[src/rtl/psram_spi_ctrl_pkg.sv]
// Shared definitions for the SPI-mode PSRAM controller.
// Provides the device opcodes, the controller state encoding and the dummy-cycle count.
package psram_pkg;

    localparam logic [7:0] OP_READ      = 8'h03;
    localparam logic [7:0] OP_FAST_READ = 8'h0B;
    localparam logic [7:0] OP_WRITE     = 8'h02;
    localparam logic [7:0] OP_RSTEN     = 8'h66;
    localparam logic [7:0] OP_RST       = 8'h99;

    localparam int DUMMY_BITS = 8;

    // ST_TAIL is the one clk between the last sclk fall and ce going high
    typedef enum logic [3:0] {
        ST_INIT_WAIT,
        ST_RSTEN,
        ST_CEGAP,
        ST_RST,
        ST_IDLE,
        ST_CMD,
        ST_ADDR,
        ST_WAIT,
        ST_DATA,
        ST_TAIL
    } state_t;

endpackage

[src/rtl/psram_spi_ctrl_if.sv]
// Request/response bus between the system-side requester and the PSRAM controller.
// The requester uses the master modport, the controller the slave modport.
interface psram_spi_ctrl_if #(
    parameter int ADDR_W      = 24,
    parameter int BURST_BYTES = 12
) ();

    logic                     req_valid;
    logic                     req_ready;
    logic                     req_write;
    logic [ADDR_W-1:0]        req_addr;
    logic [8*BURST_BYTES-1:0] req_wdata;
    logic                     rsp_valid;
    logic [8*BURST_BYTES-1:0] rsp_rdata;

    modport master (
        output req_valid, req_write, req_addr, req_wdata,
        input  req_ready, rsp_valid, rsp_rdata
    );

    modport slave (
        input  req_valid, req_write, req_addr, req_wdata,
        output req_ready, rsp_valid, rsp_rdata
    );

endinterface

[src/rtl/psram_spi_ctrl_sclk_gen.sv]
// SPI clock divider for the PSRAM controller.
// Produces a mode-0 sclk (idle low) toggling every CLK_DIV clk while enabled, plus
// combinational strobes that are high in the clk cycle whose closing edge makes sclk rise/fall.
module psram_sclk_gen #(
    parameter int CLK_DIV = 2
) (
    input  logic clk,
    input  logic rst_n,
    input  logic en,
    output logic sclk,
    output logic rise_stb,
    output logic fall_stb
);

    localparam int CNT_W = (CLK_DIV > 1) ? $clog2(CLK_DIV) : 1;

    logic [CNT_W-1:0] div_cnt;
    logic             tick;

    assign tick     = en && (div_cnt == CNT_W'(CLK_DIV - 1));
    assign rise_stb = tick && !sclk;
    assign fall_stb = tick && sclk;

    // Half-period counter; disabling returns sclk low and restarts the count
    always_ff @(posedge clk or negedge rst_n) begin
        if (!rst_n) begin
            div_cnt <= '0;
            sclk    <= 1'b0;
        end else if (!en) begin
            div_cnt <= '0;
            sclk    <= 1'b0;
        end else if (tick) begin
            div_cnt <= '0;
            sclk    <= ~sclk;
        end else begin
            div_cnt <= div_cnt + CNT_W'(1);
        end
    end

endmodule

[src/rtl/psram_spi_ctrl.sv]
// SPI-mode PSRAM controller: power-up reset sequence, then single-burst reads and writes.
// Optional feature macro: PSRAM_FAST_READ_EN (reads use 0x0B with 8 dummy sclk cycles).
// The whole frame (opcode, address, optional dummy, data) is loaded into one shift register
// at accept; mosi is its MSB, shifted on every sclk fall.
module psram_spi_ctrl
    import psram_pkg::*;
#(
    parameter int BURST_BYTES    = 12,
    parameter int ADDR_W         = 24,
    parameter int CLK_DIV        = 2,
    parameter int INIT_CYCLES    = 15000,
    parameter int CE_HIGH_CYCLES = 4
) (
    input  logic               clk,
    input  logic               rst_n,
    psram_spi_ctrl_if.slave    bus,
    output logic               init_done,
    output logic               ce,
    output logic               sclk,
    output logic               mosi,
    input  logic               miso
);

`ifdef PSRAM_FAST_READ_EN
    localparam bit         FAST_READ = 1'b1;
    localparam logic [7:0] READ_OP   = OP_FAST_READ;
`else
    localparam bit         FAST_READ = 1'b0;
    localparam logic [7:0] READ_OP   = OP_READ;
`endif

    localparam int DATA_W = 8 * BURST_BYTES;
    localparam int TX_W   = 8 + ADDR_W + DUMMY_BITS + DATA_W;
    localparam int INIT_W = $clog2(INIT_CYCLES + 1);
    localparam int GAP_W  = $clog2(CE_HIGH_CYCLES + 1);

    state_t             state;
    state_t             next_state;
    logic [INIT_W-1:0]  init_cnt;
    logic [GAP_W-1:0]   gap_cnt;
    logic [15:0]        bit_cnt;
    logic [15:0]        phase_len;
    logic [TX_W-1:0]    tx_sr;
    logic [DATA_W-1:0]  rx_sr;
    logic               cur_write;
    logic               xfer_active;
    logic               rst_sent;
    logic               sclk_en;
    logic               rise_stb;
    logic               fall_stb;
    logic               last_bit;

    psram_sclk_gen #(
        .CLK_DIV (CLK_DIV)
    ) u_sclk_gen (
        .clk      (clk),
        .rst_n    (rst_n),
        .en       (sclk_en),
        .sclk     (sclk),
        .rise_stb (rise_stb),
        .fall_stb (fall_stb)
    );

    assign mosi     = tx_sr[TX_W-1];
    assign last_bit = fall_stb && (bit_cnt == phase_len - 16'd1);

    // Number of SPI bits in the phase the FSM is currently in
    always_comb begin
        phase_len = 16'd8;
        case (state)
            ST_ADDR: phase_len = 16'(ADDR_W);
            ST_WAIT: phase_len = 16'(DUMMY_BITS);
            ST_DATA: phase_len = 16'(DATA_W);
            default: phase_len = 16'd8;
        endcase
    end

    // State register; reset always restarts the power-up sequence
    always_ff @(posedge clk or negedge rst_n) begin
        if (!rst_n) begin
            state <= ST_INIT_WAIT;
        end else begin
            state <= next_state;
        end
    end

    // Next-state logic: phases advance on the sclk fall that ends their last bit
    always_comb begin
        next_state = state;
        case (state)
            ST_INIT_WAIT: if (init_cnt == INIT_W'(INIT_CYCLES - 1)) next_state = ST_RSTEN;
            ST_RSTEN,
            ST_RST,
            ST_DATA:      if (last_bit) next_state = ST_TAIL;
            ST_TAIL:      next_state = ST_CEGAP;
            ST_CEGAP:     if (gap_cnt == GAP_W'(CE_HIGH_CYCLES - 1))
                              next_state = rst_sent ? ST_IDLE : ST_RST;
            ST_IDLE:      if (bus.req_valid) next_state = ST_CMD;
            ST_CMD:       if (last_bit) next_state = ST_ADDR;
            ST_ADDR:      if (last_bit)
                              next_state = (FAST_READ && !cur_write) ? ST_WAIT : ST_DATA;
            ST_WAIT:      if (last_bit) next_state = ST_DATA;
            default:      next_state = ST_INIT_WAIT;
        endcase
    end

    // Decoded outputs: ce low for the frame plus its tail clk, sclk runs only inside the frame
    always_comb begin
        ce            = 1'b1;
        sclk_en       = 1'b0;
        bus.req_ready = 1'b0;
        case (state)
            ST_RSTEN, ST_RST, ST_CMD, ST_ADDR, ST_WAIT, ST_DATA: begin
                ce      = 1'b0;
                sclk_en = 1'b1;
            end
            ST_TAIL:  ce = 1'b0;
            ST_IDLE:  bus.req_ready = 1'b1;
            default:  ;
        endcase
    end

    // Counters, shift registers, request latching and the response pulse
    always_ff @(posedge clk or negedge rst_n) begin
        if (!rst_n) begin
            init_cnt      <= '0;
            gap_cnt       <= '0;
            bit_cnt       <= '0;
            tx_sr         <= '0;
            rx_sr         <= '0;
            cur_write     <= 1'b0;
            xfer_active   <= 1'b0;
            rst_sent      <= 1'b0;
            init_done     <= 1'b0;
            bus.rsp_valid <= 1'b0;
            bus.rsp_rdata <= '0;
        end else begin
            bus.rsp_valid <= 1'b0;

            if (state == ST_INIT_WAIT) begin
                init_cnt <= init_cnt + INIT_W'(1);
            end

            if (state == ST_CEGAP) begin
                gap_cnt <= (next_state != ST_CEGAP) ? '0 : gap_cnt + GAP_W'(1);
            end

            if (fall_stb) begin
                bit_cnt <= last_bit ? 16'd0 : bit_cnt + 16'd1;
            end

            if (state == ST_INIT_WAIT && next_state == ST_RSTEN) begin
                tx_sr <= {OP_RSTEN, {(TX_W-8){1'b0}}};
            end else if (state == ST_CEGAP && next_state == ST_RST) begin
                tx_sr <= {OP_RST, {(TX_W-8){1'b0}}};
            end else if (state == ST_IDLE && bus.req_valid) begin
                if (bus.req_write) begin
                    tx_sr <= {OP_WRITE, bus.req_addr, bus.req_wdata, {DUMMY_BITS{1'b0}}};
                end else begin
                    tx_sr <= {READ_OP, bus.req_addr, {(DUMMY_BITS+DATA_W){1'b0}}};
                end
            end else if (fall_stb) begin
                tx_sr <= {tx_sr[TX_W-2:0], 1'b0};
            end

            if (state == ST_IDLE && bus.req_valid) begin
                cur_write   <= bus.req_write;
                xfer_active <= 1'b1;
            end

            if (state == ST_DATA && rise_stb && !cur_write) begin
                rx_sr <= {rx_sr[DATA_W-2:0], miso};
            end

            if (state == ST_RST && last_bit) begin
                rst_sent <= 1'b1;
            end

            if (state == ST_TAIL && xfer_active) begin
                bus.rsp_valid <= 1'b1;
                xfer_active   <= 1'b0;
                if (!cur_write) begin
                    bus.rsp_rdata <= rx_sr;
                end
            end

            if (next_state == ST_IDLE) begin
                init_done <= 1'b1;
            end
        end
    end

endmodule

[src/flat_wrapper.sv]
// flat-port wrapper written by rule: the top's interface ports become plain ports
module psram_spi_ctrl_flat import psram_pkg::*;
#(
    parameter int BURST_BYTES    = 12,
    parameter int ADDR_W         = 24,
    parameter int CLK_DIV        = 2,
    parameter int INIT_CYCLES    = 15000,
    parameter int CE_HIGH_CYCLES = 4
)
  (clk, rst_n, init_done, ce, sclk, mosi, miso, bus_req_valid, bus_req_write, bus_req_addr, bus_req_wdata, bus_req_ready, bus_rsp_valid, bus_rsp_rdata);
  psram_spi_ctrl_if #(.ADDR_W(ADDR_W), .BURST_BYTES(BURST_BYTES)) bus_i ();
  input  logic clk;
  input  logic rst_n;
  output logic init_done;
  output logic ce;
  output logic sclk;
  output logic mosi;
  input  logic miso;
  input wire logic [$bits(bus_i.req_valid)-1:0] bus_req_valid;
  input wire logic [$bits(bus_i.req_write)-1:0] bus_req_write;
  input wire logic [$bits(bus_i.req_addr)-1:0] bus_req_addr;
  input wire logic [$bits(bus_i.req_wdata)-1:0] bus_req_wdata;
  output wire logic [$bits(bus_i.req_ready)-1:0] bus_req_ready;
  output wire logic [$bits(bus_i.rsp_valid)-1:0] bus_rsp_valid;
  output wire logic [$bits(bus_i.rsp_rdata)-1:0] bus_rsp_rdata;
  assign bus_i.req_valid = bus_req_valid;
  assign bus_i.req_write = bus_req_write;
  assign bus_i.req_addr = bus_req_addr;
  assign bus_i.req_wdata = bus_req_wdata;
  assign bus_req_ready = bus_i.req_ready;
  assign bus_rsp_valid = bus_i.rsp_valid;
  assign bus_rsp_rdata = bus_i.rsp_rdata;
  psram_spi_ctrl #(.BURST_BYTES(BURST_BYTES), .ADDR_W(ADDR_W), .CLK_DIV(CLK_DIV), .INIT_CYCLES(INIT_CYCLES), .CE_HIGH_CYCLES(CE_HIGH_CYCLES)) u_core (.clk(clk), .rst_n(rst_n), .bus(bus_i), .init_done(init_done), .ce(ce), .sclk(sclk), .mosi(mosi), .miso(miso));
endmodule
[config.mk]
export PLATFORM = sky130hd
export DESIGN_NAME = psram_spi_ctrl_flat
export DESIGN_NICKNAME = d
export VERILOG_FILES = /design/src/rtl/psram_spi_ctrl_pkg.sv /design/src/rtl/psram_spi_ctrl_if.sv /design/src/rtl/psram_spi_ctrl_sclk_gen.sv /design/src/rtl/psram_spi_ctrl.sv /design/src/flat_wrapper.sv
export SDC_FILE = /design/constraint.sdc
export NUM_CORES = 1
export LEC_CHECK = 0
export BUFFER_PORTS_ARGS = -buffer_cell sky130_fd_sc_hd__clkbuf_2
export CAP_MARGIN = 10
export CORE_MARGIN = 3
export CORE_UTILIZATION = 40
export DETAILED_ROUTE_END_ITERATION = 6
export HOLD_SLACK_MARGIN = 0.12
export PLACE_DENSITY = 0.55
export SYNTH_ARGS = -nofsm -noshare
export SYNTH_HDL_FRONTEND = slang
export SYNTH_SLANG_ARGS = --single-unit
[constraint.sdc]
create_clock -name clk -period 2.99 [get_ports clk]
set_input_delay 0 -clock clk [delete_from_list [all_inputs] [get_ports clk]]
set_output_delay 0 -clock clk [all_outputs]
set_load 0.03 [all_outputs]
==> results of run 1 <==
[critical path, cell delays in order, from the launching register on]
cell and delay (ns):
sky130_fd_sc_hd__dfrtp_1 0.65, sky130_fd_sc_hd__nor4b_1 0.31, sky130_fd_sc_hd__buf_4 0.19, sky130_fd_sc_hd__nand2_4 0.10, sky130_fd_sc_hd__buf_16 0.21, sky130_fd_sc_hd__a21oi_1 0.24
sky130_fd_sc_hd__dlygate4sd3_1 0.58, sky130_fd_sc_hd__a211oi_1 0.05
[placed cells by master, fill, tap and decap left out, types with 2 or more instances in the layout]
master	instances
sky130_fd_sc_hd__a211oi_1	121
sky130_fd_sc_hd__a21o_1	3
sky130_fd_sc_hd__a21oi_1	98
sky130_fd_sc_hd__and2_1	5
sky130_fd_sc_hd__and3_1	9
sky130_fd_sc_hd__buf_12	14
sky130_fd_sc_hd__buf_16	2
sky130_fd_sc_hd__buf_4	13
sky130_fd_sc_hd__bufinv_16	2
sky130_fd_sc_hd__clkbuf_1	11
sky130_fd_sc_hd__clkbuf_16	45
sky130_fd_sc_hd__clkbuf_2	224
sky130_fd_sc_hd__clkbuf_8	10
sky130_fd_sc_hd__clkinv_2	6
sky130_fd_sc_hd__dfrtp_1	364
sky130_fd_sc_hd__dlygate4sd3_1	145
sky130_fd_sc_hd__ha_1	4
sky130_fd_sc_hd__inv_1	6
sky130_fd_sc_hd__inv_6	2
sky130_fd_sc_hd__mux2_2	194
sky130_fd_sc_hd__mux2i_1	125
sky130_fd_sc_hd__nand2_1	33
sky130_fd_sc_hd__nand3_1	10
sky130_fd_sc_hd__nand4_1	7
sky130_fd_sc_hd__nor2_1	52
sky130_fd_sc_hd__nor2b_1	3
sky130_fd_sc_hd__nor3_1	4
sky130_fd_sc_hd__nor4_1	2
sky130_fd_sc_hd__nor4bb_1	2
sky130_fd_sc_hd__o211ai_1	5
sky130_fd_sc_hd__o21a_1	4
sky130_fd_sc_hd__o21ai_0	5
sky130_fd_sc_hd__o31ai_1	3
sky130_fd_sc_hd__xnor2_1	16
sky130_fd_sc_hd__xor2_1	11
[per-layer routing]
layer / vias to the layer above / global-route usage, %
met5: - / 0
met4: 0 / 5.75
met3: 62 / 4.44
met2: 262 / 26.6
met1: 5314 / 23.9
li1: 5109 / -
[cell families after synthesis]
logic type | after synthesis
flops | 364
mux | 319
xor+xnor | 27
simple gates | 146
buf+inv | 100
fa+ha+maj | 4
compound gates | 244
[where the power goes]
part / switching [W] / leakage [nW] / total, W / internal (W)
Clock: 0.00203 / 0.699 / 0.00516 / 0.00314
Combinational: 0.000183 / 4.09 / 0.000367 / 0.000183
Sequential: 0.000000434 / 5.04 / 0.00493 / 0.00493
Total: 0.00221 / 9.83 / 0.0105 / 0.00825
[what timing repair did]
| action | 4_1_cts | 5_1_grt |
|---|---|---|
| hold buffers | 146 | 0 |
| hold endpoints to repair | 496 | 0 |
| endpoints found under the setup margin | 0 | 13 |
| gates resized for setup | 0 | 1 |
[area by class of cell]
class	count	area [um^2]	area share (%)
clock buffer	65	1280	6.29
clock inverter	13	140	0.689
inverter	6	22.5	0.111
multi-input combinational	740	6110	30.0
sequential	364	9110	44.8
tap	511	639	3.14
timing repair buffer	401	3050	15.0
[state kept, by name (all words and copies together), names as in the netlist, 3 cells and up]
signal and cells:
u_core.init_cnt 14, u_core.bit_cnt 16, u_core.bus.rsp_rdata 96, u_core.gap_cnt 3, u_core.state 4, u_core.rx_sr 96
u_core.tx_sr 128
[worst max path at each step]
| stage | to | slack [ns] | depth (start not counted) |
|---|---|---|---|
| 4_1_cts | u_core.tx_sr[79]$_DFFE_PN0P_ | 0.17 | 7 |
| 3_5_place_dp | u_core.tx_sr[72]$_DFFE_PN0P_ | 0.53 | 6 |
| 6_report | u_core.tx_sr[78]$_DFFE_PN0P_ | 0.36 | 7 |
| 5_1_grt | u_core.tx_sr[78]$_DFFE_PN0P_ | 0.21 | 7 |
| 2_1_floorplan | u_core.tx_sr[49]$_DFFE_PN0P_ | 0.13 | 7 |
| 3_3_place_gp | u_core.tx_sr[69]$_DFFE_PN0P_ | 0.57 | 6 |
[per-stage QoR]
| stage | setup slack, ns | power, W | hold slack, ns | util (%) |
|---|---|---|---|---|
| 2_1_floorplan | 0.129 | 0.00504 | -0.296 | - |
| 3_3_place_gp | 0.570 | 0.00525 | 0.00688 | 45.6 |
| 3_5_place_dp | 0.535 | 0.00525 | 0.00393 | 45.6 |
| 4_1_cts | 0.167 | 0.0107 | 0.182 | 53.2 |
| 5_1_grt | 0.210 | 0.0109 | 0.214 | 53.3 |
| 6_report | 0.356 | 0.0105 | 0.228 | 53.3 |
==> impl_metrics.csv, run 1 <==
group,metric,value,unit
final_layout,nets,1685,
floorplan,core-area,38200,um^2
drt,met3RoutedLength,2.41,mm
sta,timing.final.crit_share,88.1,%
logic_synthesis,cell_type_contributing_the_most_total_cell_area_after_synthesis,"sky130_fd_sc_hd__dfrtp_1",
clock_network,clkLatencyLatePin,0.55,ns
worst_hold_path,number_of_cells_on_the_worst_hold_path,3,
drt,avgRoutedWirePerCell,17.2,um
logic_synthesis,sequential_area_share_after_synthesis,58.1,%
final_layout,synthToLayoutAreaGrowth,29.7,%
global_routing,grt_pass1_vias,11266,
final_layout,n_antenna_cell,0,
critical_path,rr_startpoint,"u_core.state[2]$_DFF_PN0_",
logic_synthesis,synth_compound_area_share,10.0,%
logic_synthesis,synth-edff-count,0,
logic_synthesis,post-synth-top-area-fraction,58.1,%
logic_synthesis,avgSynthCellArea,13.0,um^2
final_layout,post_route_cells_drive_above_1_share,33.2,%
critical_path,crit_required,3.38,ns
sta,maxClockFrequency,380,MHz
logic_synthesis,synth_cell_area,15700,um^2
drt,postRouteAntennaNets,0,
clock_network,cts_inserted_buffers,43,
critical_path,worst_setup_path_startpoint,"u_core.state[2]$_DFF_PN0_",
logic_synthesis,synthArstFlopShare,100,%
sta,hold_viol_final,0,
drt,detailroute.via_count,10747,
power,peakVddDrop,0.431,mV
logic_synthesis,yosys_warnings,0,
global_routing,global_route.overflow_total,0,
logic_synthesis,synth.area.mux_share,21.9,%
floorplan,die_h,204,um
logic_synthesis,yosysUniqueCellTypes,49,
logic_synthesis,postSynthCellCount,1204,
global_routing,grt_start_max_net_pins,242,
logic_synthesis,synth_xor_xnor_area_share,1.51,%
critical_path,worstSetupEndpointType,"flop",
clock_network,cts_sink_count,364,
sta,finalClockSkew,0.0166,ns
logic_synthesis,yosys-top-cells-area,"sky130_fd_sc_hd__dfrtp_1 58%, sky130_fd_sc_hd__mux2_2 14%, sky130_fd_sc_hd__mux2i_1 8.0%",
drt,detail_route.drc_violations,0,
sta,drv_slew,0,
logic_synthesis,netlist_top_cells_count,"364 x sky130_fd_sc_hd__dfrtp_1, 194 x sky130_fd_sc_hd__mux2_2, 125 x sky130_fd_sc_hd__mux2i_1, 121 x sky130_fd_sc_hd__a211oi_1, 98 x sky130_fd_sc_hd__a21oi_1",
clock_network,cts_max_path_bufs,3,
critical_path,worst_r2r_endpoint,"u_core.tx_sr[78]$_DFFE_PN0P_",
logic_synthesis,synth_nets,1333,
drt,route.final.wire_length,36.1,mm
power,power.leakage,9.83,nW
drt,avgViaCountPerCell,5.12,
final_layout,final.fill_count,3331,
place,dpl_cell_area,17400,um^2
logic_synthesis,dominant_combinational_cell_family_by_area_after_synthesis,"multiplexers",
critical_path,critical_path_class,"flop to flop",
run,cap_viol_max_count,0,
sta,final.setup.tns,0,ns
logic_synthesis,synth_adder_area_share,0.319,%
sta,rsz0062_at_grt,"false",
place,dpl.cell_count,1875,
clock_network,clk_transition_reported_paths,0.06,ns
global_routing,grt_usage,17.2,%
logic_synthesis,ys.flop_type,"sky130_fd_sc_hd__dfrtp_1",
critical_path,crit_path_start_kind,"flop",
drt,detailroute.wirelength.met2,16.3,mm
clock_network,cts_root_buffer,"sky130_fd_sc_hd__clkbuf_16",
logic_synthesis,yosys.area_share.simple,4.81,%
sta,finalCriticalPeriod,2.63,ns
worst_hold_path,hold_path.class,"input pin to flop",
critical_path,timing.reg2reg.setup_slack,0.36,ns
sta,max_slew_margin,53.7,%
floorplan,fp.dieArea,41600,um^2
drt,route.layer.met1.wl,16.5,mm
place,buffer_ports.inserted,226,
place,routabilityCongestion,0.789,
sta,report.final.setup_viol,0,
logic_synthesis,yosys.cell_count.top_type,"sky130_fd_sc_hd__dfrtp_1",
final_layout,fin_cells,2100,
worst_hold_path,holdPathEnd,"u_core.rx_sr[0]$_DFFE_PN0P_",
logic_synthesis,yosys_register_bits,364,
floorplan,die_x,204,um
sta,timing_worst_slew_pin_value,0.695,ns
worst_hold_path,hold_start,"miso",
run_status,outcome,"finished clean",
critical_path,path_max_fanout,121,
floorplan,initial_core_util,41.1,%
clock_network,clock_tree.htree_level_count,2,
global_routing,number_of_antenna_violations_at_the_first_check_in_global_routing,0,
clock_network,post_cts_buffers,0,
drt,drt_pre_antenna_iters,4,
critical_path,cell_count_of_the_worst_reg_to_reg_path,7,
power,power_density,514,nW/um^2
critical_path,worstPathArrival,3.02,ns
final_layout,postLayoutCellArea,20300,um^2
global_routing,grt_pass1_wl,59.2,mm
drt,routed.top_layer,"met4",
drt,detailedRoute.firstIterationViolations,512,
place,dp.final_hpwl,21.1,mm
clock_network,tritoncts,"yes",
floorplan,std_cell_rows,71,
floorplan,ioPinCount,227,
Power figures use the tool's default switching activity.
==> inputs of run 2 (changes only) <==
--- a/config.mk
+++ b/config.mk
@@ -5,6 +5,7 @@
 export SDC_FILE = /design/constraint.sdc
 export NUM_CORES = 1
 export LEC_CHECK = 0
+export ABC_AREA = 1
 export BUFFER_PORTS_ARGS = -buffer_cell sky130_fd_sc_hd__clkbuf_2
 export CAP_MARGIN = 10
 export CORE_MARGIN = 3
@@ -12,6 +13,8 @@
 export DETAILED_ROUTE_END_ITERATION = 6
 export HOLD_SLACK_MARGIN = 0.12
 export PLACE_DENSITY = 0.55
+export SKIP_CTS_REPAIR_TIMING = 1
 export SYNTH_ARGS = -nofsm -noshare
 export SYNTH_HDL_FRONTEND = slang
 export SYNTH_SLANG_ARGS = --single-unit
+export TNS_END_PERCENT = 20
==> run 2 against run 1 <==
Compared with the run above: first-iteration DRC count grew 62%; critical path depth grew 2; setup slack gained 0.32 ns; die area grew 3.1%; clock power shrank 2%; clock skew shrank 0.0018 ns; hold slack lost 0.099 ns; total power shrank 1.1%; via count grew 24%; critical path type unchanged; critical endpoint is now u_core.tx_sr[65]$_DFFE_PN0P_.
==> impl_metrics.csv, run 2 <==
group,metric,value,unit
run_status,outcome,"finished clean",
drt,avgRoutedWirePerCell,14.5,um
logic_synthesis,yosys_register_bits,364,
global_routing,grtUsageMet3,2.83,%
drt,drt_pre_antenna_iters,7,
logic_synthesis,ys.flop_type,"sky130_fd_sc_hd__dfrtp_1",
logic_synthesis,synth-edff-count,0,
logic_synthesis,post-synth-top-area-fraction,56.2,%
floorplan,die_h,207,um
drt,detailedRoute.firstIterationViolations,831,
clock_network,cts_inserted_buffers,42,
critical_path,critical_path_class,"flop to flop",
global_routing,grtUsageMet1,26.3,%
logic_synthesis,yosysUniqueCellTypes,40,
sta,report.final.setup_viol,0,
drt,avgViaCountPerCell,4.93,
power,power.leakage,9.28,nW
drt,route.final.wire_length,39.3,mm
logic_synthesis,sequential_area_share_after_synthesis,56.2,%
critical_path,crit_path_start_kind,"flop",
critical_path,worstSetupEndpointType,"flop",
logic_synthesis,yosys-top-cells-area,"sky130_fd_sc_hd__dfrtp_1 56%, sky130_fd_sc_hd__o21ai_0 11%, sky130_fd_sc_hd__nand2_1 6.9%",
sta,finalCriticalPeriod,2.31,ns
critical_path,worstPathArrival,2.77,ns
critical_path,cp_top_family,"simple AND/OR/NAND/NOR gates",
worst_hold_path,hold_start,"bus_req_write",
global_routing,grt_start_max_net_pins,193,
worst_hold_path,hold_path.class,"input pin to flop",
final_layout,most_frequent_standard_cell_in_the_layout_excluding_fill_and_tap_cells,"sky130_fd_sc_hd__o21ai_0",
sta,timing.final.crit_share,77.3,%
run,cap_viol_max_count,0,
logic_synthesis,postSynthCellCount,1867,
clock_network,clk_transition_reported_paths,0.05,ns
final_layout,largest_reg_flops,128,
critical_path,cell_count_of_the_worst_reg_to_reg_path,9,
global_routing,grt_usage,17.4,%
worst_hold_path,holdPathEnd,"u_core.cur_write$_DFFE_PN0P_",
place,buffer_ports.inserted,226,
clock_network,tritoncts,"yes",
critical_path,critPathMostFrequentCell,"sky130_fd_sc_hd__ha_1",
clock_network,cts_sink_count,364,
clock_network,cts_max_path_bufs,3,
final_layout,layout_top_registers,"u_core.tx_sr: 128 flops, u_core.bus.rsp_rdata: 96 flops, u_core.rx_sr: 96 flops",
sta,final.setup.tns,0,ns
global_routing,global_route.overflow_total,0,
logic_synthesis,synthArstFlopShare,100,%
global_routing,groute.layer.met2.usage,25.8,%
clock_network,cts_root_buffer,"sky130_fd_sc_hd__clkbuf_16",
global_routing,grt_pass1_vias,12313,
logic_synthesis,yosys_warnings,0,
sta,maxClockFrequency,433,MHz
logic_synthesis,cell_type_contributing_the_most_total_cell_area_after_synthesis,"sky130_fd_sc_hd__dfrtp_1",
sta,finalHoldWorstSlack,0.130,ns
floorplan,ioPinCount,227,
global_routing,number_of_antenna_violations_at_the_first_check_in_global_routing,0,
floorplan,die_x,207,um
drt,detail_route.drc_violations,0,
power,power_density,505,nW/um^2
floorplan,std_cell_rows,73,
critical_path,critical_path.slowest_cell,"sky130_fd_sc_hd__dfrtp_1",
final_layout,post_route_cells_drive_above_1_share,15.8,%
worst_hold_path,number_of_cells_on_the_worst_hold_path,3,
sta,max_slew_margin,49.4,%
place,dp.final_hpwl,23.6,mm
critical_path,critPathMaxStageDelay,0.39,ns
critical_path,worst-path-buf-inv,1,
global_routing,grt_pass1_wl,63.6,mm
sta,drv_slew,0,
drt,postRouteAntennaNets,0,
logic_synthesis,synth_cell_area,16200,um^2
floorplan,core-area,39800,um^2
drt,detailroute.via_count,13372,
logic_synthesis,avgSynthCellArea,8.68,um^2
critical_path,path_max_fanout,32,
critical_path,rr_startpoint,"u_core.gap_cnt[0]$_DFFE_PN0P_",
global_routing,global_route.peak_usage_layer,"met1",
sta,timing_worst_slew_pin_value,0.759,ns
sta,finalClockSkew,0.0148,ns
final_layout,top_register,"u_core.tx_sr",
logic_synthesis,yosys.cell_count.top_type,"sky130_fd_sc_hd__o21ai_0",
place,routabilityCongestion,0.833,
place,dpl.cell_count,2511,
final_layout,synthToLayoutAreaGrowth,26.3,%
logic_synthesis,netlist_top_cells_count,"366 x sky130_fd_sc_hd__o21ai_0, 364 x sky130_fd_sc_hd__dfrtp_1, 298 x sky130_fd_sc_hd__nand2_1, 258 x sky130_fd_sc_hd__inv_1, 122 x sky130_fd_sc_hd__nand3_1",
power,peakVddDrop,0.365,mV
critical_path,crit_required,3.45,ns
critical_path,timing.reg2reg.setup_slack,0.68,ns
sta,rsz0062_at_grt,"false",
critical_path,ordered_list_of_cells_on_the_worst_path,"ha_1 -> ha_1 -> or2_1 -> a21oi_4 -> nor2_1 -> nand3_4 -> buf_4 -> nand4_1 -> o21ai_0",
clock_network,clkLatencyLatePin,0.55,ns
floorplan,fp.dieArea,42900,um^2
final_layout,nets,2284,
critical_path,worst_r2r_endpoint,"u_core.tx_sr[65]$_DFFE_PN0P_",
floorplan,initial_core_util,40.7,%
final_layout,fin_cells,2710,
final_layout,layout.cells.most_common_list,"366 x sky130_fd_sc_hd__o21ai_0, 364 x sky130_fd_sc_hd__dfrtp_1, 296 x sky130_fd_sc_hd__nand2_1",
logic_synthesis,synth_nets,1996,
clock_network,clock_tree.htree_level_count,2,
sta,hold_viol_final,0,
[run 2: routing by layer]
metal	part of all wire [%]	routed length [um]	vias up
met2	46	18000	292
met1	48	18800	6294
met4	2.1	835	0
li1	-	-	6733
met3	4.3	1690	53
met5	0	0	-
[run 2: how the worst max path moves through the flow]
stage                                       start                              endpoint  slack (ns)  cells past startpoint
finish              u_core.gap_cnt[0]$_DFFE_PN0P_          u_core.tx_sr[65]$_DFFE_PN0P_        0.68                      9
global route            u_core.state[3]$_DFF_PN0_  u_core.bus.rsp_rdata[76]$_DFFE_PN0P_        0.48                      8
CTS                 u_core.gap_cnt[0]$_DFFE_PN0P_          u_core.tx_sr[57]$_DFFE_PN0P_        0.68                      9
global placement        u_core.state[3]$_DFF_PN0_  u_core.bus.rsp_rdata[62]$_DFFE_PN0P_        0.71                      8
floorplan           u_core.gap_cnt[0]$_DFFE_PN0P_         u_core.tx_sr[133]$_DFFE_PN0P_        0.99                      9
detailed placement  u_core.gap_cnt[0]$_DFFE_PN0P_          u_core.tx_sr[56]$_DFFE_PN0P_        0.70                      9
[run 2: power by group]
group	total (W)	internal (W)	leakage [nW]	switching (W)
registers	0.00493	0.00493	5.04	0.000000790
logic	0.000373	0.000186	3.57	0.000187
clock network	0.00504	0.00305	0.678	0.00199
total	0.0103	0.00816	9.28	0.00218
[run 2: stage by stage]
| stage | power [W] | cell area (um^2) | setup WS, ns | utilization, % |
|---|---|---|---|---|
| 2_1_floorplan | 0.00504 | 16200 | 0.986 | - |
| 3_3_place_gp | 0.00527 | 17800 | 0.708 | 44.8 |
| 3_5_place_dp | 0.00527 | 17800 | 0.698 | 44.8 |
| 4_1_cts | 0.0104 | 19200 | 0.680 | 48.2 |
| 5_1_grt | 0.0107 | 20500 | 0.477 | 51.4 |
| 6_report | 0.0103 | 20500 | 0.679 | 51.4 |
[run 2: cell type report]
class,instances,area (um^2)
diodes,1,2.50
clock buffers,65,1290
clock inverters,8,90.1
fillers,3781,19400
inverters,261,980
multi-input cells,1109,5560
flip-flops and latches,364,9110
well taps,525,657
repair buffers,377,2780
[run 2: logic make-up (layout without fill, tap and decap cells)]
logic type | after synthesis | after routing | synth area share, %
buffers and inverters | 394 | 711 | 9.70
AO/OA/AOI/OAI | 468 | 468 | 14.7
XOR/XNOR | 21 | 21 | 1.14
multiplexers | 1 | 1 | 0.0695
AND/OR/NAND/NOR | 615 | 615 | 17.8
flip-flops | 364 | 364 | 56.2
adder cells (fa/ha/maj) | 4 | 4 | 0.309
other | 0 | 1 | 0
[run 2: worst reg2reg max path, stage by stage (launching register included)]
cell and delay, ns:
sky130_fd_sc_hd__dfrtp_1 0.39, sky130_fd_sc_hd__ha_1 0.21, sky130_fd_sc_hd__ha_1 0.22, sky130_fd_sc_hd__or2_1 0.27, sky130_fd_sc_hd__a21oi_4 0.19, sky130_fd_sc_hd__nor2_1 0.11
sky130_fd_sc_hd__nand3_4 0.25, sky130_fd_sc_hd__buf_4 0.37, sky130_fd_sc_hd__nand4_1 0.12, sky130_fd_sc_hd__o21ai_0 0.11
